### src/rtl/fetch_stage_bp.sv
// Instruction-fetch stage with a 2-bit saturating-counter branch predictor.
// Holds the PC and pre-decodes the fetched word for beq. A branch history
// table picks the next PC. Outcomes that decode resolves retrain the table
// and redirect fetch on a mispredict.
module fetch_stage_bp #(
  parameter int          BHT_IDX_BITS = 4,
  parameter logic [31:0] RESET_PC     = 32'h0000_0000
) (
  input  logic        clk,
  input  logic        rst,
  input  logic        stall,
  output logic [31:0] imemAddr,
  input  logic [31:0] imemData,
  input  logic        resolveValid,
  input  logic        resolveTaken,
  input  logic [31:0] resolvePc,
  input  logic [31:0] resolveTarget,
  input  logic        resolvePredTaken,
  output logic [31:0] instrD,
  output logic [31:0] pcPlus4D,
  output logic        predTakenD,
  output logic        validD,
  output logic        mispredict
);

  localparam int         BHT_ENTRIES = 1 << BHT_IDX_BITS;
  localparam logic [5:0] BEQ_OPCODE  = 6'b000100;

  logic [31:0]             pc;
  logic [31:0]             pc_plus4;
  logic [31:0]             pred_target;
  logic [31:0]             redirect_pc;
  logic [31:0]             next_pc;
  logic [1:0]              bht [BHT_ENTRIES];
  logic [BHT_IDX_BITS-1:0] fetch_idx;
  logic [BHT_IDX_BITS-1:0] resolve_idx;
  logic [1:0]              fetch_ctr;
  logic [1:0]              resolve_ctr;
  logic [1:0]              resolve_ctr_next;
  logic                    is_beq;
  logic                    pred_taken;

  // Pre-decode and predict on the word being fetched this cycle.
  assign imemAddr    = pc;
  assign pc_plus4    = pc + 32'd4;
  assign is_beq      = (imemData[31:26] == BEQ_OPCODE);
  assign pred_target = pc_plus4 + {{14{imemData[15]}}, imemData[15:0], 2'b00};
  assign fetch_idx   = pc[BHT_IDX_BITS+1:2];
  // The table read sees the value from before this edge's update. A
  // same-index write lands next cycle.
  assign fetch_ctr   = bht[fetch_idx];
  assign pred_taken  = is_beq & fetch_ctr[1];

  // Resolution side: detect mispredicts and pick the recovery PC.
  assign mispredict  = resolveValid & (resolveTaken != resolvePredTaken);
  assign redirect_pc = resolveTaken ? resolveTarget : (resolvePc + 32'd4);
  assign resolve_idx = resolvePc[BHT_IDX_BITS+1:2];
  assign resolve_ctr = bht[resolve_idx];

  // Sequential next-PC choice when fetch is free to advance.
  always_comb begin
    // NOTE: every always_comb output gets a default first. A path that leaves
    // an output unassigned infers a latch.
    next_pc = pc_plus4;
    if (pred_taken) next_pc = pred_target;
  end

  // Saturating counter step for the branch being resolved.
  always_comb begin
    resolve_ctr_next = resolve_ctr;
    if (resolveTaken) begin
      if (resolve_ctr != 2'b11) resolve_ctr_next = resolve_ctr + 2'd1;
    end else begin
      if (resolve_ctr != 2'b00) resolve_ctr_next = resolve_ctr - 2'd1;
    end
  end

  // PC and IF/ID register. A mispredict flushes and redirects even under stall.
  always_ff @(posedge clk or posedge rst) begin
    // NOTE: state uses non-blocking assignments. Every register then samples
    // the pre-edge values, whatever the order of the statements.
    if (rst) begin
      pc         <= RESET_PC;
      instrD     <= '0;
      pcPlus4D   <= '0;
      predTakenD <= 1'b0;
      validD     <= 1'b0;
    end else if (mispredict) begin
      pc         <= redirect_pc;
      instrD     <= '0;
      pcPlus4D   <= '0;
      predTakenD <= 1'b0;
      validD     <= 1'b0;
    end else if (!stall) begin
      pc         <= next_pc;
      instrD     <= imemData;
      pcPlus4D   <= pc_plus4;
      predTakenD <= pred_taken;
      validD     <= 1'b1;
    end
  end

  // Branch history table: trained on every resolve, independent of stall.
  always_ff @(posedge clk or posedge rst) begin
    // NOTE: this table is reset entry by entry on purpose. Every counter must
    // start weakly not-taken, so it builds as flops and not as a RAM macro.
    if (rst) begin
      for (int i = 0; i < BHT_ENTRIES; i++) bht[i] <= 2'b01;
    end else if (resolveValid) begin
      bht[resolve_idx] <= resolve_ctr_next;
    end
  end

endmodule

### config.mk
export PLATFORM = sky130hd
export DESIGN_NAME = fetch_stage_bp
export DESIGN_NICKNAME = d
export VERILOG_FILES = /design/src/rtl/fetch_stage_bp.sv
export SDC_FILE = /design/constraint.sdc
export NUM_CORES = 1
export LEC_CHECK = 0
export CORE_ASPECT_RATIO = 1.2
export CORE_MARGIN = 2
export CORE_UTILIZATION = 37
export CTS_BUF_LIST = sky130_fd_sc_hd__clkbuf_2 sky130_fd_sc_hd__clkbuf_4 sky130_fd_sc_hd__clkbuf_8
export DETAILED_ROUTE_END_ITERATION = 8
export GPL_TIMING_DRIVEN = 0
export RECOVER_POWER = 50
export SLEW_MARGIN = 20
export SYNTH_ARGS = -nofsm -noshare
export SYNTH_HDL_FRONTEND = slang
export SYNTH_SLANG_ARGS = --single-unit
### constraint.sdc
create_clock -name clk -period 6.29 [get_ports clk]
set_input_delay 1.887 -clock clk [delete_from_list [all_inputs] [get_ports clk]]
set_output_delay 1.887 -clock clk [all_outputs]
set_load 0.005 [all_outputs]
==> key figures, run 1 <==
Clocking
  • TritonCTS clock tree: done
  • Max H-tree Level: 4
  • TritonCTS Buffers: 17
  • Worst-skew pair later-pin latency: 0.47 ns
  • Clk buf depth: 2
  • Clock sink count: 130
  • Root Driver: clkbuf_8
  • Clock slew at reported path FFs: 0.08 ns

STA
  • Final Cycle Share: 0.9920
  • Final Hold Vio Count: 0
  • Worst Tran Pin Value: 2.915 ns
  • Minimum clock period after layout: 6.240 ns
  • Fin. max-slew vios: 133
  • Setup Viol. Count Final: 0
  • Relative slew margins: -0.9540
  • Fin Clk Skew: 0.01256 ns
  • RSZ-0062 raised after global routing: false
  • Max Fclk: 160.3 MHz

Floorplan
  • Ports: 201
  • Die footprint: 26,450 um2
  • FP Rows: 63
  • Core ar.: 24,750 um2
  • Die W: 148.8 um
  • DIE HEIGHT: 177.8 um
  • Initial Utilization: 0.3761

Synthesis
  • Synth top area share: 0.3065
  • Synth area leaders: dfrtp_1 31%, mux2i_1 6.2%, ha_1 5.4%
  • Top cells by count, synth: 120 x nor2_1, 114 x dfrtp_1, 108 x nand2_1
  • Post-synthesis async set-or-reset flop share: 1.000
  • Largest area contributor in the netlist: dfrtp_1
  • Synthesized area: 9309 um2
  • Yosys reg bits: 130
  • Main flop type after synthesis: dfrtp_1
  • Ys Warns: 0
  • Synth Instances: 1,038
  • Count leader, synth: nor2_1
  • EDFF count, synth: 0
  • Syn Nets: 1,181
  • Synth Area per Inst: 8.968 um2
  • Synth unique cells: 69
  • Sequential area share after synthesis: 0.3516

Finish
  • Synth-to-layout area growth: 30.35%
  • Filler-free cell count of the finished design: 1,591
  • Fill cell count: 2,443
  • Number of inserted diodes: 0
  • Final net count: 1,396
  • Ratio of cells with drive above 1 in the final layout: 0.1066
  • Post-layout util: 0.4902

Worst setup path
  • Setup CP Type: primary input to output port
  • CP startpoint: resolvePredTaken
  • CP Capture Type: output port
  • WP data arrival: 4.35 ns
  • Worst endpoint required time: 4.40 ns
  • Crit Path Max Fanout: 17
  • Worst R2R Start: imemAddr[2]$_DFFE_PP0N_
  • Startpoint Class: primary input

Detailed routing
  • Metal2 WL: 16.89 mm
  • Routed wl met3: 2.095 mm
  • First DRT Iteration DRCs: 737
  • Vias per cell: 5.558
  • 1st-pass router iterations: 5
  • Routed via count: 8,843
  • Final wirelength: 33.69 mm
  • Metal-1 WL: 13.69 mm
  • Routed len/inst: 21.18 um
  • Highest Signal Layer: met4
  • DR DRC count: 0
  • Post-route ant nets: 0

Hold path
  • Worst Hold Class: register to register
  • HP Start: validD$_DFFE_PP0N_

Power
  • Peak supply drop: 140.2 uV
  • Lkg Pwr: 5.201 nW
  • PD cells: 282.9 nW/um2

Global routing
  • All-Layer GR Usage: 0.2574
  • Largest net degree at the start of global routing: 70
  • GR Overflow Total: 0
  • First-pass GRT wire length: 51.41 mm
  • Initial antenna violation count: 0
  • Vias in the first global route: 8,963

Placement
  • Placer congestion estimate: 0.9517
  • Input/output buffers: 197
  • Inst Count DP: 1,561
  • HPWL after detailed placement: 26.13 mm

Outcome
  • Failing checks: capacitance limit, slew limit
  • Run status: complete, but fails checks

Run
  • # Max-Cap Violations: 2
==> metal layers <==
layer	GRT usage	up-vias
met3	0.05270	62
met4	0.08810	0
met2	0.4481	334
li1	-	4144
met5	0	-
met1	0.3170	4303
==> cells by family after synthesis <==
kind of cell / count (synthesis) / share of synthesized area
compound gates: 227 / 0.1483
mux: 113 / 0.1474
fa+ha+maj: 43 / 0.05833
xor+xnor: 77 / 0.07325
flops: 130 / 0.3516
buf+inv: 93 / 0.04207
simple gates: 355 / 0.1790
==> flip-flops by register name, summed over array words and instances (netlist names) <==
register	flops
instrD	32
validD	1
bht	32
predTakenD	1
pcPlus4D	32
imemAddr	32
==> worst max-delay path, cell delays in order <==
cell,delay [ns]
clkdlybuf4s50_1,0.47
xor2_1,0.22
nand2_1,0.36
clkinv_4,0.30
clkdlybuf4s15_2,0.52
clkdlybuf4s50_1,0.59
==> power breakdown <==
| part | internal (W) | switching, W |
|---|---|---|
| Sequential | 0.00104 | 0.000143 |
| Combinational | 0.000686 | 0.000724 |
| Clock | 0.000448 | 0.000389 |
==> placed cells by master (no fill, tap or decap), drive strengths merged, types with 8 or more instances in the layout <==
master / n
a211oi: 9
a21o: 16
a21oi: 84
and3: 9
buf: 24
clkbuf: 58
clkdlybuf4s50: 150
dfrtp: 114
dfstp: 16
dlygate4sd3: 47
ha: 40
inv: 31
mux2: 40
mux2i: 58
mux4: 15
nand2: 108
nand3: 31
nand4: 18
nor2: 121
nor3: 21
o21ai: 55
o221ai: 8
o22ai: 11
or3: 9
xnor2: 46
xor2: 31
==> timing repair <==
action | 4_1_cts | 5_1_grt
setup buffers | 0 | 0
gates resized for setup | 4 | 0
hold buffers | 0 | 0
setup endpoints to repair | 1 | 0
==> final cells by class <==
| type | instances | area [um2] | share of cell area |
|---|---|---|---|
| buffer | 62 | 282.8 | 0.02330 |
| clock buffer | 20 | 256.5 | 0.02114 |
| clock inverter | 12 | 178.9 | 0.01475 |
| inverter | 29 | 115.1 | 0.009486 |
| multi-input combinational | 815 | 5644 | 0.4651 |
| sequential | 130 | 3273 | 0.2697 |
| tap | 325 | 406.6 | 0.03351 |
| timing repair buffer | 198 | 1977 | 0.1629 |
==> worst paths after layout <==
| check | endpoint | slack [ns] | cells after the start |
|---|---|---|---|
| max in group asynchronous | imemAddr[30]$_DFFE_PP0N_ | 0.85 | 3 |
| hold reg to reg | validD$_DFFE_PP0N_ | 0.49 | 1 |
| min in group asynchronous | instrD[24]$_DFFE_PP0N_ | 2.69 | 2 |
| setup / recovery | mispredict | 0.05 | 6 |
| setup reg to reg | imemAddr[30]$_DFFE_PP0N_ | 1.40 | 14 |
| hold / removal | validD$_DFFE_PP0N_ | 0.49 | 1 |
==> stage by stage <==
step           total power [W]  TNS, ns  setup slack (ns)  area, um2  hold WS (ns)
3_5_place_dp          0.002617  -0.8964           -0.8964      11720        0.4708
3_3_place_gp          0.002600  -144.84            -1.280      11690        0.4659
6_report              0.003433        0           0.05011      12130        0.4884
4_1_cts               0.003460        0           0.04452      12160        0.4901
5_1_grt               0.003642        0          0.008856      12130        0.5179
2_1_floorplan         0.002029        0            0.9601       9309        0.4742
(Power assumes the default switching activity.)
==> inputs of run 2 (changes only) <==
Settings changed: CORE_ASPECT_RATIO 1.2 to not set, CTS_CLUSTER_SIZE set to 25.
==> run 2 against run 1 <==
  * The flow still finishes with violations (capacitance limit, slew limit)
  * Worst hold slack worse by 0.010 ns
  * Clock power is 15% lower
  * Cell count grew 0.50%
  * Sequential share of layout area is 0.12 points higher
  * First-iteration DRC count is 4.7% lower
  * Critical endpoint unchanged
==> key figures, run 2 (synthesized netlist as in run 1, its figures left out) <==
STA
  • Setup WS post-layout: 0.1388 ns
  • Final Cycle Share: 0.9779
  • Fin Clk Skew: 0.01940 ns
  • RSZ-0062 raised after global routing: false
  • Max Fclk: 162.6 MHz
  • Relative slew margins: -0.6011
  • Fin. max-slew vios: 133
  • Setup Viol. Count Final: 0
  • Final Hold Vio Count: 0
  • Worst Tran Pin Value: 2.388 ns
  • Minimum clock period after layout: 6.151 ns

Placement
  • Placer congestion estimate: 0.8997
  • Input/output buffers: 197
  • HPWL after detailed placement: 25.56 mm
  • Inst Count DP: 1,566
  • Dpl ws: -0.8827 ns
  • Placed Area: 11,730 um2

Finish
  • Synth-to-layout area growth: 29.77%
  • Post-layout util: 0.4839
  • Ratio of cells with drive above 1 in the final layout: 0.1066
  • Design area: 12,080 um2
  • Commonest non-fill, non-tap cell in the layout: clkdlybuf4s50_1
  • Commonest non-fill, non-tap cells in the layout: 147 x clkdlybuf4s50_1, 120 x nor2_1, 114 x dfrtp_1, 108 x nand2_1, 84 x a21oi_1
  • Fill cell count: 2,442
  • Final net count: 1,397
  • Filler-free cell count of the finished design: 1,599

Clocking
  • Root Driver: clkbuf_8
  • Hold buffer count at cts: 0
  • Clock sink count: 130
  • Clk buf depth: 2
  • TritonCTS Buffers: 17
  • Worst-skew pair later-pin latency: 0.47 ns
  • TritonCTS clock tree: done
  • Max H-tree Level: 4
  • Clock slew at reported path FFs: 0.08 ns

Floorplan
  • Die footprint: 26,440 um2
  • Die W: 162.6 um
  • Core ar.: 24,960 um2
  • Initial Utilization: 0.3729
  • DIE HEIGHT: 162.6 um
  • FP Rows: 58
  • Ports: 201

Global routing
  • GR Overflow Total: 0
  • All-Layer GR Usage: 0.2556
  • GR Util met2: 0.4139
  • Initial antenna violation count: 3
  • GR Layer Usage met3: 0.06239
  • GR peak layer: met2
  • Largest net degree at the start of global routing: 79
  • Routing usage on met1: 0.3413
  • Vias in the first global route: 8,801
  • First-pass GRT wire length: 51.41 mm

Hold path
  • Hold Path Stages: 1
  • Worst Hold Class: register to register

Worst setup path
  • R2R Setup Slk: 1.50 ns
  • Worst-case reg-to-reg path depth: 14
  • CP Capture Type: output port
  • Setup CP Type: primary input to output port
  • CP startpoint: resolvePredTaken
  • Worst R2R Start: imemAddr[3]$_DFFE_PP0N_
  • WP data arrival: 4.26 ns
  • Crit Path Max Fanout: 17
  • CP endpoint: mispredict
  • FF-to-FF End: imemAddr[30]$_DFFE_PP0N_
  • Startpoint Class: primary input
  • Worst endpoint required time: 4.40 ns

Detailed routing
  • 1st-pass router iterations: 7
  • First DRT Iteration DRCs: 702
  • Routed via count: 8,905
  • Post-route ant nets: 0
  • Vias per cell: 5.569
  • Routed len/inst: 20.71 um
  • Final wirelength: 33.12 mm
  • DR DRC count: 0

Power
  • Pwr Total: 0.003311 W
  • Peak supply drop: 138.3 uV
  • PD cells: 274.1 nW/um2
  • Internal power: 0.002053 W
  • Lkg Pwr: 5.158 nW
  • Sw Share: 0.3800
  • Clock power frac: 0.215
  • Flop pwr share: 0.359
  • Switching power: 0.001258 W
  • Combinational share of power: 0.426

Run
  • # Max-Cap Violations: 2

Outcome
  • Run status: complete, but fails checks
  • Failing checks: capacitance limit, slew limit
-- run 2: changes by cell type in the layout (fill, tap and decap cells not counted), sizes merged --
cell           previous run  this run
clkinv                    5         4
diode                     0         2
bufinv                    4         1
inv                      31        33
clkdlybuf4s50           150       147
clkbuf                   58        55
dlygate4sd3              47        50
clkinvlp                  1         5
buf                      24        27
clkdlybuf4s15             1         0
-- run 2: what timing repair did --
| action | CTS | global route |
|---|---|---|
| gates cloned | 0 | 0 |
| resized for setup | 2 | 1 |
| setup endpoints to repair | 1 | 1 |
| setup buffers | 0 | 0 |
-- run 2: power by group through the flow --
stage | Clock [W] | Combinational [W] | Sequential (W)
6_report | 0.000713 | 0.00141 | 0.00119
2_1_floorplan | 0 | 0.000860 | 0.00117
3_3_place_gp | 0 | 0.00140 | 0.00120
5_1_grt | 0.000773 | 0.00155 | 0.00121
3_5_place_dp | 0 | 0.00141 | 0.00120
4_1_cts | 0.000726 | 0.00142 | 0.00119
-- run 2: area by class of cell --
type	count	area, um2	area share
multi-input combinational	815	5644	0.4672
sequential	130	3273	0.2709
timing repair buffer	198	1977	0.1636
tap	330	412.9	0.03418
buffer	63	280.3	0.02320
clock buffer	18	247.7	0.02051
clock inverter	14	127.6	0.01056
inverter	29	112.6	0.009322
antenna	2	5.005	0.0004143
-- run 2: worst min-delay path by stage --
stage                             from            endpoint  slack [ns]
detailed placement  validD$_DFFE_PP0N_  validD$_DFFE_PP0N_        0.47
global placement    validD$_DFFE_PP0N_  validD$_DFFE_PP0N_        0.47
finish              validD$_DFFE_PP0N_  validD$_DFFE_PP0N_        0.48
CTS                 validD$_DFFE_PP0N_  validD$_DFFE_PP0N_        0.49
global route        validD$_DFFE_PP0N_  validD$_DFFE_PP0N_        0.52
floorplan           validD$_DFFE_PP0N_  validD$_DFFE_PP0N_        0.47
-- run 2: stage by stage --
step           TNS [ns]  hold slack (ns)
3_3_place_gp    -143.18           0.4712
6_report              0           0.4780
5_1_grt               0           0.5160
4_1_cts               0           0.4889
2_1_floorplan         0           0.4742
3_5_place_dp    -0.8827           0.4702
-- run 2: worst max-delay path, stage by stage --
cell,delay [ns]
clkdlybuf4s50_1,0.47
xor2_1,0.20
nand2_1,0.12
clkbuf_1,0.30
inv_4,0.30
buf_2,0.38
clkdlybuf4s50_1,0.58
-- run 2: metal layers --
metal	wire length, um	share of wire
met1	14290	0.43
met3	2694	0.081
met2	15310	0.46
met5	0	0
met4	826	0.025
